## src/rtl/peripheral_interrupt_controller_if.sv

```systemverilog
// CSR-side handshake bundle for the peripheral interrupt controller.
// The controller (master) presents a cause. The CSR unit (slave) accepts it
// or signals that it is busy.
interface peripheral_interrupt_controller_if;
    logic        p_int;
    logic [31:0] p_mcause;
    logic        p_int_read;
    logic        csr_busy;

    modport master (
        output p_int,
        output p_mcause,
        input  p_int_read,
        input  csr_busy
    );

    modport slave (
        input  p_int,
        input  p_mcause,
        output p_int_read,
        output csr_busy
    );
endinterface

```

## src/rtl/peripheral_interrupt_controller.sv

```systemverilog
// Peripheral interrupt front-end for the CSR unit.
// The block captures NUM_INTER peripheral sources plus the memory-error source,
// each in edge or level mode. The memory-error source is always level mode.
// Pending sources are arbitrated round-robin, with absolute priority for the
// memory error. Granted source indices are queued in a circular cause FIFO,
// and the head cause is presented to the CSR with a p_int / p_int_read
// handshake. An edge that arrives while its source is still pending or queued
// is lost, and it sets the sticky overflow flag.
module peripheral_interrupt_controller #(
    parameter int NUM_INTER     = 52,
    parameter int QUEUE_DEPTH   = 16,
    parameter int MEM_ERR_CAUSE = 12,
    parameter int CAUSE_BASE    = 13
) (
    input  logic                             clk,
    input  logic                             reset_n,
    input  logic                             mem_err_int,
    input  logic                             me_i_en,
    input  logic [NUM_INTER-1:0]             interrupts,
    input  logic [NUM_INTER-1:0]             i_enable,
    input  logic [NUM_INTER-1:0]             i_edge_mode,
    input  logic                             overflow_clr,
    peripheral_interrupt_controller_if.master csr,
    output logic [$clog2(QUEUE_DEPTH+1)-1:0] queue_count,
    output logic                             overflow
);
    // Source NUM_INTER is the memory error. Indices below it are peripherals.
    localparam int NUM_SRC = NUM_INTER + 1;
    localparam int IDX_W   = $clog2(NUM_SRC);
    localparam int PTR_W   = $clog2(QUEUE_DEPTH);
    localparam int CNT_W   = $clog2(QUEUE_DEPTH + 1);

    localparam logic [IDX_W-1:0] MEM_IDX     = IDX_W'(NUM_INTER);
    localparam logic [IDX_W-1:0] LAST_PERIPH = IDX_W'(NUM_INTER - 1);
    localparam logic [CNT_W-1:0] FULL_COUNT  = CNT_W'(QUEUE_DEPTH);

    typedef enum logic {
        IDLE,
        PRESENT
    } state_t;

    // Unified per-source views, with the memory error in the top bit.
    logic [NUM_SRC-1:0]   src_req;
    logic [NUM_SRC-1:0]   src_en;
    logic [NUM_SRC-1:0]   src_edge;

    logic [NUM_INTER-1:0] prev_q;
    logic [NUM_SRC-1:0]   pending_q;
    logic [NUM_SRC-1:0]   pending_d;
    logic [NUM_SRC-1:0]   in_queue_q;
    logic [NUM_SRC-1:0]   in_queue_d;
    logic [NUM_SRC-1:0]   edge_evt;
    logic [NUM_SRC-1:0]   level_set;
    logic [NUM_SRC-1:0]   lost_evt;

    logic [IDX_W-1:0]     rr_ptr_q;
    logic [IDX_W-1:0]     grant_idx;
    logic                 grant_valid;

    logic [IDX_W-1:0]     fifo_mem [QUEUE_DEPTH];
    logic [PTR_W-1:0]     head_q;
    logic [PTR_W-1:0]     tail_q;
    logic [IDX_W-1:0]     head_idx;
    logic                 do_push;
    logic                 do_pop;

    state_t               state_q;
    state_t               state_d;
    logic                 p_int_d;
    logic [31:0]          mcause_d;

    // The memory error is a level source with its own enable.
    assign src_req  = {mem_err_int, interrupts};
    assign src_en   = {me_i_en, i_enable};
    assign src_edge = {1'b0, i_edge_mode};

    // Map a stored source index to its mcause value (zero-extended index).
    function automatic logic [31:0] cause_of(input logic [IDX_W-1:0] idx);
        if (idx == MEM_IDX) begin
            return 32'(MEM_ERR_CAUSE);
        end
        return 32'(CAUSE_BASE) + 32'(idx);
    endfunction

    // Classify this cycle's request activity per source.
    always_comb begin
        edge_evt  = src_req & src_en & src_edge & ~{1'b0, prev_q};
        level_set = src_req & src_en & ~src_edge & ~in_queue_q & ~pending_q;
        lost_evt  = edge_evt & (pending_q | in_queue_q);
    end

    // Arbiter: the memory error first, otherwise the first pending peripheral
    // at or above rr_ptr, wrapping to 0.
    // NOTE: every output of a combinational block is assigned a default at the
    // top, so no path leaves a value held, and no latch is inferred.
    always_comb begin
        int cand;
        grant_valid = 1'b0;
        grant_idx   = '0;
        cand        = 0;
        if (pending_q[NUM_INTER]) begin
            grant_valid = 1'b1;
            grant_idx   = MEM_IDX;
        end else begin
            for (int k = 0; k < NUM_INTER; k++) begin
                cand = int'(rr_ptr_q) + k;
                if (cand >= NUM_INTER) begin
                    cand = cand - NUM_INTER;
                end
                if (!grant_valid && pending_q[cand]) begin
                    grant_valid = 1'b1;
                    grant_idx   = IDX_W'(cand);
                end
            end
        end
    end

    // When the FIFO is full, pending bits simply wait. A same-cycle pop does
    // not make room.
    assign do_push  = grant_valid && (queue_count != FULL_COUNT);
    assign head_idx = fifo_mem[head_q];
    assign do_pop   = (state_q == PRESENT) && csr.p_int_read;

    // Next pending / in_queue. A lost edge is not recorded. Disabling a source
    // drops its pending bit but keeps its queued entry.
    always_comb begin
        pending_d  = (pending_q & src_en) | level_set
                   | (edge_evt & ~pending_q & ~in_queue_q);
        in_queue_d = in_queue_q;
        if (do_pop) begin
            in_queue_d[head_idx] = 1'b0;
        end
        if (do_push) begin
            pending_d[grant_idx]  = 1'b0;
            in_queue_d[grant_idx] = 1'b1;
        end
    end

    // Output FSM: present the head cause, then leave on read or busy.
    // The read wins when both are asserted.
    always_comb begin
        state_d  = state_q;
        p_int_d  = csr.p_int;
        mcause_d = csr.p_mcause;
        unique case (state_q)
            IDLE: begin
                if ((queue_count != '0) && !csr.csr_busy) begin
                    state_d  = PRESENT;
                    p_int_d  = 1'b1;
                    mcause_d = cause_of(head_idx);
                end
            end
            PRESENT: begin
                if (csr.p_int_read || csr.csr_busy) begin
                    state_d = IDLE;
                    p_int_d = 1'b0;
                end
            end
            default: begin
                state_d = IDLE;
                p_int_d = 1'b0;
            end
        endcase
    end

    // Control state, pointers, flags and the CSR-facing output registers.
    // NOTE: sequential state uses non-blocking assignments, so every register
    // samples values from before the clock edge, whatever the statement order.
    always_ff @(posedge clk or negedge reset_n) begin
        if (!reset_n) begin
            state_q      <= IDLE;
            csr.p_int    <= 1'b0;
            csr.p_mcause <= '0;
            queue_count  <= '0;
            overflow     <= 1'b0;
            head_q       <= '0;
            tail_q       <= '0;
            pending_q    <= '0;
            in_queue_q   <= '0;
            prev_q       <= '0;
            rr_ptr_q     <= '0;
        end else begin
            state_q      <= state_d;
            csr.p_int    <= p_int_d;
            csr.p_mcause <= mcause_d;
            pending_q    <= pending_d;
            in_queue_q   <= in_queue_d;
            prev_q       <= interrupts;

            if (|lost_evt) begin
                overflow <= 1'b1;
            end else if (overflow_clr) begin
                overflow <= 1'b0;
            end

            if (do_push) begin
                tail_q <= tail_q + PTR_W'(1);
                if (grant_idx != MEM_IDX) begin
                    rr_ptr_q <= (grant_idx == LAST_PERIPH) ? '0 : grant_idx + IDX_W'(1);
                end
            end
            if (do_pop) begin
                head_q <= head_q + PTR_W'(1);
            end

            case ({do_push, do_pop})
                2'b10:   queue_count <= queue_count + CNT_W'(1);
                2'b01:   queue_count <= queue_count - CNT_W'(1);
                default: queue_count <= queue_count;
            endcase
        end
    end

    // Cause FIFO storage: only the tail slot is written, on an enqueue.
    // NOTE: the storage array has no reset. The occupancy and pointers decide
    // which slots are valid, so clearing the data would only add reset fan-out.
    always_ff @(posedge clk) begin
        if (do_push) begin
            fifo_mem[tail_q] <= grant_idx;
        end
    end
endmodule

```

## src/flat_wrapper.sv

```systemverilog
// flat-port wrapper written by rule: the top's interface ports become plain ports
module peripheral_interrupt_controller_flat 
#(
    parameter int NUM_INTER     = 52,
    parameter int QUEUE_DEPTH   = 16,
    parameter int MEM_ERR_CAUSE = 12,
    parameter int CAUSE_BASE    = 13
)
  (clk, reset_n, mem_err_int, me_i_en, interrupts, i_enable, i_edge_mode, overflow_clr, queue_count, overflow, csr_p_int, csr_p_mcause, csr_p_int_read, csr_csr_busy);
  peripheral_interrupt_controller_if csr_i ();
  input  logic clk;
  input  logic reset_n;
  input  logic mem_err_int;
  input  logic me_i_en;
  input  logic [NUM_INTER-1:0] interrupts;
  input  logic [NUM_INTER-1:0] i_enable;
  input  logic [NUM_INTER-1:0] i_edge_mode;
  input  logic overflow_clr;
  output logic [$clog2(QUEUE_DEPTH+1)-1:0] queue_count;
  output logic overflow;
  output wire logic [$bits(csr_i.p_int)-1:0] csr_p_int;
  output wire logic [$bits(csr_i.p_mcause)-1:0] csr_p_mcause;
  input wire logic [$bits(csr_i.p_int_read)-1:0] csr_p_int_read;
  input wire logic [$bits(csr_i.csr_busy)-1:0] csr_csr_busy;
  assign csr_p_int = csr_i.p_int;
  assign csr_p_mcause = csr_i.p_mcause;
  assign csr_i.p_int_read = csr_p_int_read;
  assign csr_i.csr_busy = csr_csr_busy;
  peripheral_interrupt_controller #(.NUM_INTER(NUM_INTER), .QUEUE_DEPTH(QUEUE_DEPTH), .MEM_ERR_CAUSE(MEM_ERR_CAUSE), .CAUSE_BASE(CAUSE_BASE)) u_core (.clk(clk), .reset_n(reset_n), .mem_err_int(mem_err_int), .me_i_en(me_i_en), .interrupts(interrupts), .i_enable(i_enable), .i_edge_mode(i_edge_mode), .overflow_clr(overflow_clr), .csr(csr_i), .queue_count(queue_count), .overflow(overflow));
endmodule
```

## config.mk

```make
export PLATFORM = sky130hd
export DESIGN_NAME = peripheral_interrupt_controller_flat
export DESIGN_NICKNAME = d
export VERILOG_FILES = /design/src/rtl/peripheral_interrupt_controller_if.sv /design/src/rtl/peripheral_interrupt_controller.sv /design/src/flat_wrapper.sv
export SDC_FILE = /design/constraint.sdc
export NUM_CORES = 2
export LEC_CHECK = 0
export ABC_AREA = 1
export BUFFER_PORTS_ARGS = -buffer_cell sky130_fd_sc_hd__buf_2
export CORE_UTILIZATION = 50
export CTS_CLUSTER_DIAMETER = 80
export CTS_CLUSTER_SIZE = 10
export DETAILED_ROUTE_END_ITERATION = 8
export PLACE_DENSITY_LB_ADDON = 0.08
export RECOVER_POWER = 100
export SETUP_SLACK_MARGIN = 0.5
export SLEW_MARGIN = 25
export SYNTH_ARGS = -nofsm -noshare
export SYNTH_HDL_FRONTEND = slang
export SYNTH_SLANG_ARGS = --single-unit
```

## constraint.sdc

```tcl
create_clock -name clk -period 8.06 [get_ports clk]
set_input_delay 0.806 -clock clk [delete_from_list [all_inputs] [get_ports clk]]
set_output_delay 0.806 -clock clk [all_outputs]
set_load 0.01 [all_outputs]
```

# Yosys cells after proc, flatten, opt, wreduce, memory -nomap -nowiden
# Memories as Yosys holds them, arrays and structs flattened.
# Cells that the tools add are included.
# word_totals
reg_bits	212
in_bits	163
n_memories	1
output_inout_bits	39
elab_cells	817
ram_bits	96
# mem_list
name	depth	word_bits	rd	rd_clocked_by_memory_dff	write_ports	line	text
u_core.fifo_mem	16	6	1	0	1	peripheral_interrupt_controller.sv:60	logic [IDX_W-1:0] fifo_mem [QUEUE_DEPTH];
# classes
reduce_logical	116
bitwise_logic	23
mux	441
n_lt_le_gt_ge	108
n_eq_ne	8
n_addsub	109
# op_table
cell	count
two-way mux 32 bit	106
< comparator 32 x 8 -> 1 bit (second input constant)	52
greater-or-equal comparator 32 x 7 -> 1 bit (second input constant)	51
subtractor 32 x 7 -> 32 bit (second input constant)	51
AND 53 bit	11
two-way mux 6 bit	54
binary-select mux 1 bit (select 6 bit)	52
two-way mux 1 bit	221
NOT 53 bit	4
OR 53 bit	4
two-way mux 53 bit	3
adder 6 x 6 -> 7 bit (second input constant)	20
adder 6 x 5 -> 7 bit (second input constant)	16
NOT 52 -> 53 bit	2
adder 6 x 4 -> 7 bit (second input constant)	8
logical AND 1 bit	56
AND 53 x 52 -> 53 bit	1
OR reduction 53 bit	1
zero test 1 bit	52
adder 6 x 3 -> 7 bit (second input constant)	4
adder 6 x 2 -> 7 bit (second input constant)	2
< comparator 6 x 7 -> 1 bit (second input constant)	2
demux 1 bit (select 6 bit)	2
equality test 6 bit (second input constant)	2
22 further kinds	28

# Logic depth before layout (Yosys ltp)
# depth
word_depth	219
ltp_mapped	67
ltp_nobuf	64

# Worst setup path after synthesis
# No wires, ideal clock.
# synth_path
kind	reg2reg
start	reg u_core.rr_ptr_q[1]
end	reg u_core.queue_count[4]
n_path_buf	7
path_stages_with_launch	60
t_required_ns	7.917
setup_ns	0.143
period_less_slack_ns	8.498
arrival_ns	8.356
setup_slack_ns	-0.438
cell_sequence	dfrtp_1 buf_6 inv_4 buf_6 clkbuf_1 ha_1 buf_4 xnor2_1 buf_2 buf_2 ha_1 nand2_1 nand2_1 nand2_1 nand2_2 nand2_2 nand2_2 nand2_2 (+24 left out) nor2_4 nand4_4 nor2_4 nand4_4 nor2_4 nand4_4 nor2_4 nand3_1 nand2_1 buf_6 ha_1 xor2_1 ha_1 a21oi_1 nor2_1 inv_1 o311ai_0 xor2_1
# synth_between
elab_chain_len	215
elab_cells_between_ends	626
cone_classes	add/sub (103); order compare (52); eq/ne (2); mux (365); reduce/logical (104)
# synth_rtl
item	line	text
start: declaration	peripheral_interrupt_controller.sv:56	logic [IDX_W-1:0] rr_ptr_q;
start signal: assignment	peripheral_interrupt_controller.sv:199	rr_ptr_q <= (grant_idx == LAST_PERIPH) ? '0 : grant_idx + IDX_W'(1);
parallel branches: the longest is 210 deep, another holds subtractor 32 x 7 -> 32 bit	-	
two-way mux 1 bit (*)	peripheral_interrupt_controller.sv:110	if (!grant_valid && pending_q[cand]) begin
two-way mux 1 bit (*)	peripheral_interrupt_controller.sv:101	if (pending_q[NUM_INTER]) begin
logical AND 1 bit (*)	peripheral_interrupt_controller.sv:120	assign do_push = grant_valid && (queue_count != FULL_COUNT);
equality test 2 x 1 -> 1 bit / equality test 2 bit (equally long branches)	peripheral_interrupt_controller.sv:206	case ({do_push, do_pop})
one-hot mux 5 bit (2 select lines) / nonzero test 2 bit (equally long branches)	-	
end signal: assignment	peripheral_interrupt_controller.sv:207	2'b10: queue_count <= queue_count + CNT_W'(1);
end signal: assignment	peripheral_interrupt_controller.sv:208	2'b01: queue_count <= queue_count - CNT_W'(1);
end signal: assignment	peripheral_interrupt_controller.sv:209	default: queue_count <= queue_count;
end: declaration	peripheral_interrupt_controller.sv:24	output logic [$clog2(QUEUE_DEPTH+1)-1:0] queue_count,
# Mark *: on every way between the ends. The select of a mux whose other input is x is not followed.
# A chain may end at the register's enable or synchronous reset.

# Worst setup path in the final report
# Same ends and word-level chain as after synthesis.

==> flow_summary.json <==
{
  "outcome": "complete, but fails checks",
  "violations": "capacitance limit, slew limit",
  "grt_first_pass_wirelength_um": 216000,
  "area_delta_synth_final_pct": 21.3,
  "cp-end-kind": "flop",
  "initial_core_util": 0.506,
  "cp_max_fo": 7,
  "synthArstFlopShare": 0.661,
  "synth_area_leader_cell": "nand2_1",
  "core_sq_mm": 0.0605,
  "grt_antenna_before_repair": 7,
  "cts_num_sinks": 283,
  "cpMaxStageDelayCell": "dfrtp_1",
  "path_class": "reg2reg",
  "cts_buffers": 34,
  "cts_max_level": 2,
  "clk_pin_slew_ps": 60,
  "drt-vias-per-instance": 6.16,
  "tritoncts": "done",
  "fmax_mhz": 129,
  "ant_nets": 0,
  "chipWidth_um": 249,
  "detail_route.iter0.violations": 4658,
  "ys_top_cells_by_area": "nand2_1 (16%), dfrtp_1 (15%), edfxtp_1 (9.4%)",
  "grt_use_total": 0.467,
  "rsz0062_at_grt": "true",
  "grt_pass1_vias": 33530,
  "hpwl_um": 120000,
  "drc_errors": 0,
  "grt_max_degree": 110,
  "synth_cells": 4769,
  "skew_ps": 28.0,
  "hold_viol": 0,
  "cap_viol_max_count": 2,
  "ioPinCount": 202,
  "fp.dieH_um": 249,
  "synth_area_per_cell_sq_um": 6.42,
  "slew_headroom": -2.93,
  "setup_violations": 0,
  "maxSlewViolCount": 162,
  "postCtsHoldBufs": 0,
  "die-area_sq_mm": 0.0622,
  "cp.required_ps": 8440,
  "first_pass_iters": 9,
  "cts-root-buf": "clkbuf_16",
  "rr_worst_depth": 53,
  "synth_top_area_frac": 0.159,
  "worst_pin_slew_ps": 5890,
  "synthTopCellsByCount": "nand2_1 (1,294), inv_1 (529), o21ai_0 (481)",
  "seq_area_frac_synth": 0.247,
  "hold_depth": 1,
  "clkLatencyLatePin_ps": 530,
  "post_drt_wl_per_cell_um": 25.0,
  "gr-total-overflow": 0,
  "synthDistinctLibCells": 82,
  "clock_tree.buffer_depth": 3,
  "synth_area_sq_mm": 0.0306,
  "rows": 90,
  "ys_ff_latch": 283,
  "cp-start-kind": "flop",
  "vias": 37435,
  "yosysWarningCount": 0,
  "synth_edf_count": 96,
  "cp_slowest_stage_delay_ps": 680,
  "layout-drive-gt1-share": 0.190,
  "cp.arrival_ps": 8150,
  "hold_path.class": "in2reg",
  "tns_ps": 0,
  "fin_crit_ps": 7770,
  "routed_wl_um": 152000,
  "globalplace.congestion": 1.18,
  "nNetsFinal": 5496,
  "yosysMostFrequentCell": "nand2_1",
  "synth_ff_type": "dfrtp_1",
  "port_buffers": 176,
  "fin_crit_sh": 0.964
}
==> metrics by stage <==
step | hold WS, ps | utilization | setup WS, ps | instance area, sq um | cells
floorplan | 437 | - | 50.3 | 31000 | 4793
global placement | 462 | 0.568 | 102 | 34300 | 5921
detailed placement | 460 | 0.568 | 91.3 | 34300 | 5921
CTS | 387 | 0.587 | 482 | 35500 | 5982
global route | 399 | 0.614 | -16.7 | 37100 | 6066
finish | 403 | 0.614 | 289 | 37100 | 6073
==> state kept, by name, summed over array words and instances (netlist names) <==
register and count:
u_core.fifo_mem 96, u_core.in_queue_q 53, u_core.pending_q 53, u_core.prev_q 52
u_core.csr.p_mcause 7, u_core.rr_ptr_q 6, u_core.queue_count 5, u_core.head_q 4
u_core.tail_q 4, u_core.csr.p_int 1, u_core.overflow 1, u_core.state_q 1
==> path summary, 6_finish.rpt <==
kind                                                     from                                 end  slack, ps
setup / recovery               u_core.rr_ptr_q[1]$_DFFE_PN0P_   u_core.queue_count[4]$_DFFE_PN0P_        290
hold / removal                                 interrupts[17]         u_core.prev_q[17]$_DFF_PN0_        400
setup reg to reg               u_core.rr_ptr_q[1]$_DFFE_PN0P_   u_core.queue_count[4]$_DFFE_PN0P_        290
hold reg to reg            u_core.csr.p_mcause[1]$_DFFE_PN0P_  u_core.csr.p_mcause[1]$_DFFE_PN0P_        480
max in group asynchronous                             reset_n        u_core.head_q[0]$_DFFE_PN0P_       1850
min in group asynchronous                             reset_n         u_core.prev_q[13]$_DFF_PN0_       2460
==> final cells by class <==
cell class | instances | area (sq um)
Tap cell | 782 | 978
Clock inverter | 4 | 40.0
Antenna cell | 8 | 20.0
Fill cell | 5889 | 23300
Timing Repair inverter | 1 | 6.26
Inverter | 588 | 2290
Timing Repair Buffer | 610 | 4340
Clock buffer | 46 | 906
Multi-Input combinational cell | 3751 | 21000
Sequential cell | 283 | 7570
==> cell usage in the layout, fill, tap and decap left out, drive strengths merged, types with 96 or more instances in the layout <==
cell	netlist	layout
nand3	329	329
buf	95	561
inv	577	579
nor2	481	481
nand4	99	99
dfrtp	187	187
nand2	1372	1373
edfxtp	96	96
o21ai	623	623
a21oi	153	153
==> logic make-up after synthesis <==
logic type	Yosys count	share of synthesized area
xor gates and xnor gates	96	0.0305
other	1	0.000122
muxes	21	0.00732
and+or+nand+nor	2398	0.352
buffers and inverters	760	0.109
DFF	283	0.247
AOI/OAI and AO/OA	1146	0.228
adders and majority gates	64	0.0262
==> critical path: cells and delay by family (launching register included) <==
| kind | cells | cell delay [ps] |
|---|---|---|
| flip-flops | 1 | 680 |
| AND/OR/NAND/NOR | 42 | 4950 |
| adder cells (fa/ha/maj) | 4 | 870 |
| buffers and inverters | 1 | 130 |
| AO/OA/AOI/OAI | 3 | 320 |
| XOR/XNOR | 3 | 620 |
==> per-layer routing <==
layer,vias up,GRT usage,wire (um)
li1,17101,-,-
met1,17189,0.564,55200
met2,2462,0.693,63000
met3,683,0.116,17800
met4,0,0.407,15700
met5,-,0,0
==> timing repair <==
action,CTS,global route
cloned,1,3
pin swaps,7,73
setup buffers,10,80
endpoints found under the setup margin,259,312
resized for setup,30,239
Power is left out: the tool's default activity adds up to more than one toggle a clock period on the data nets, which glitch-free logic cannot reach.
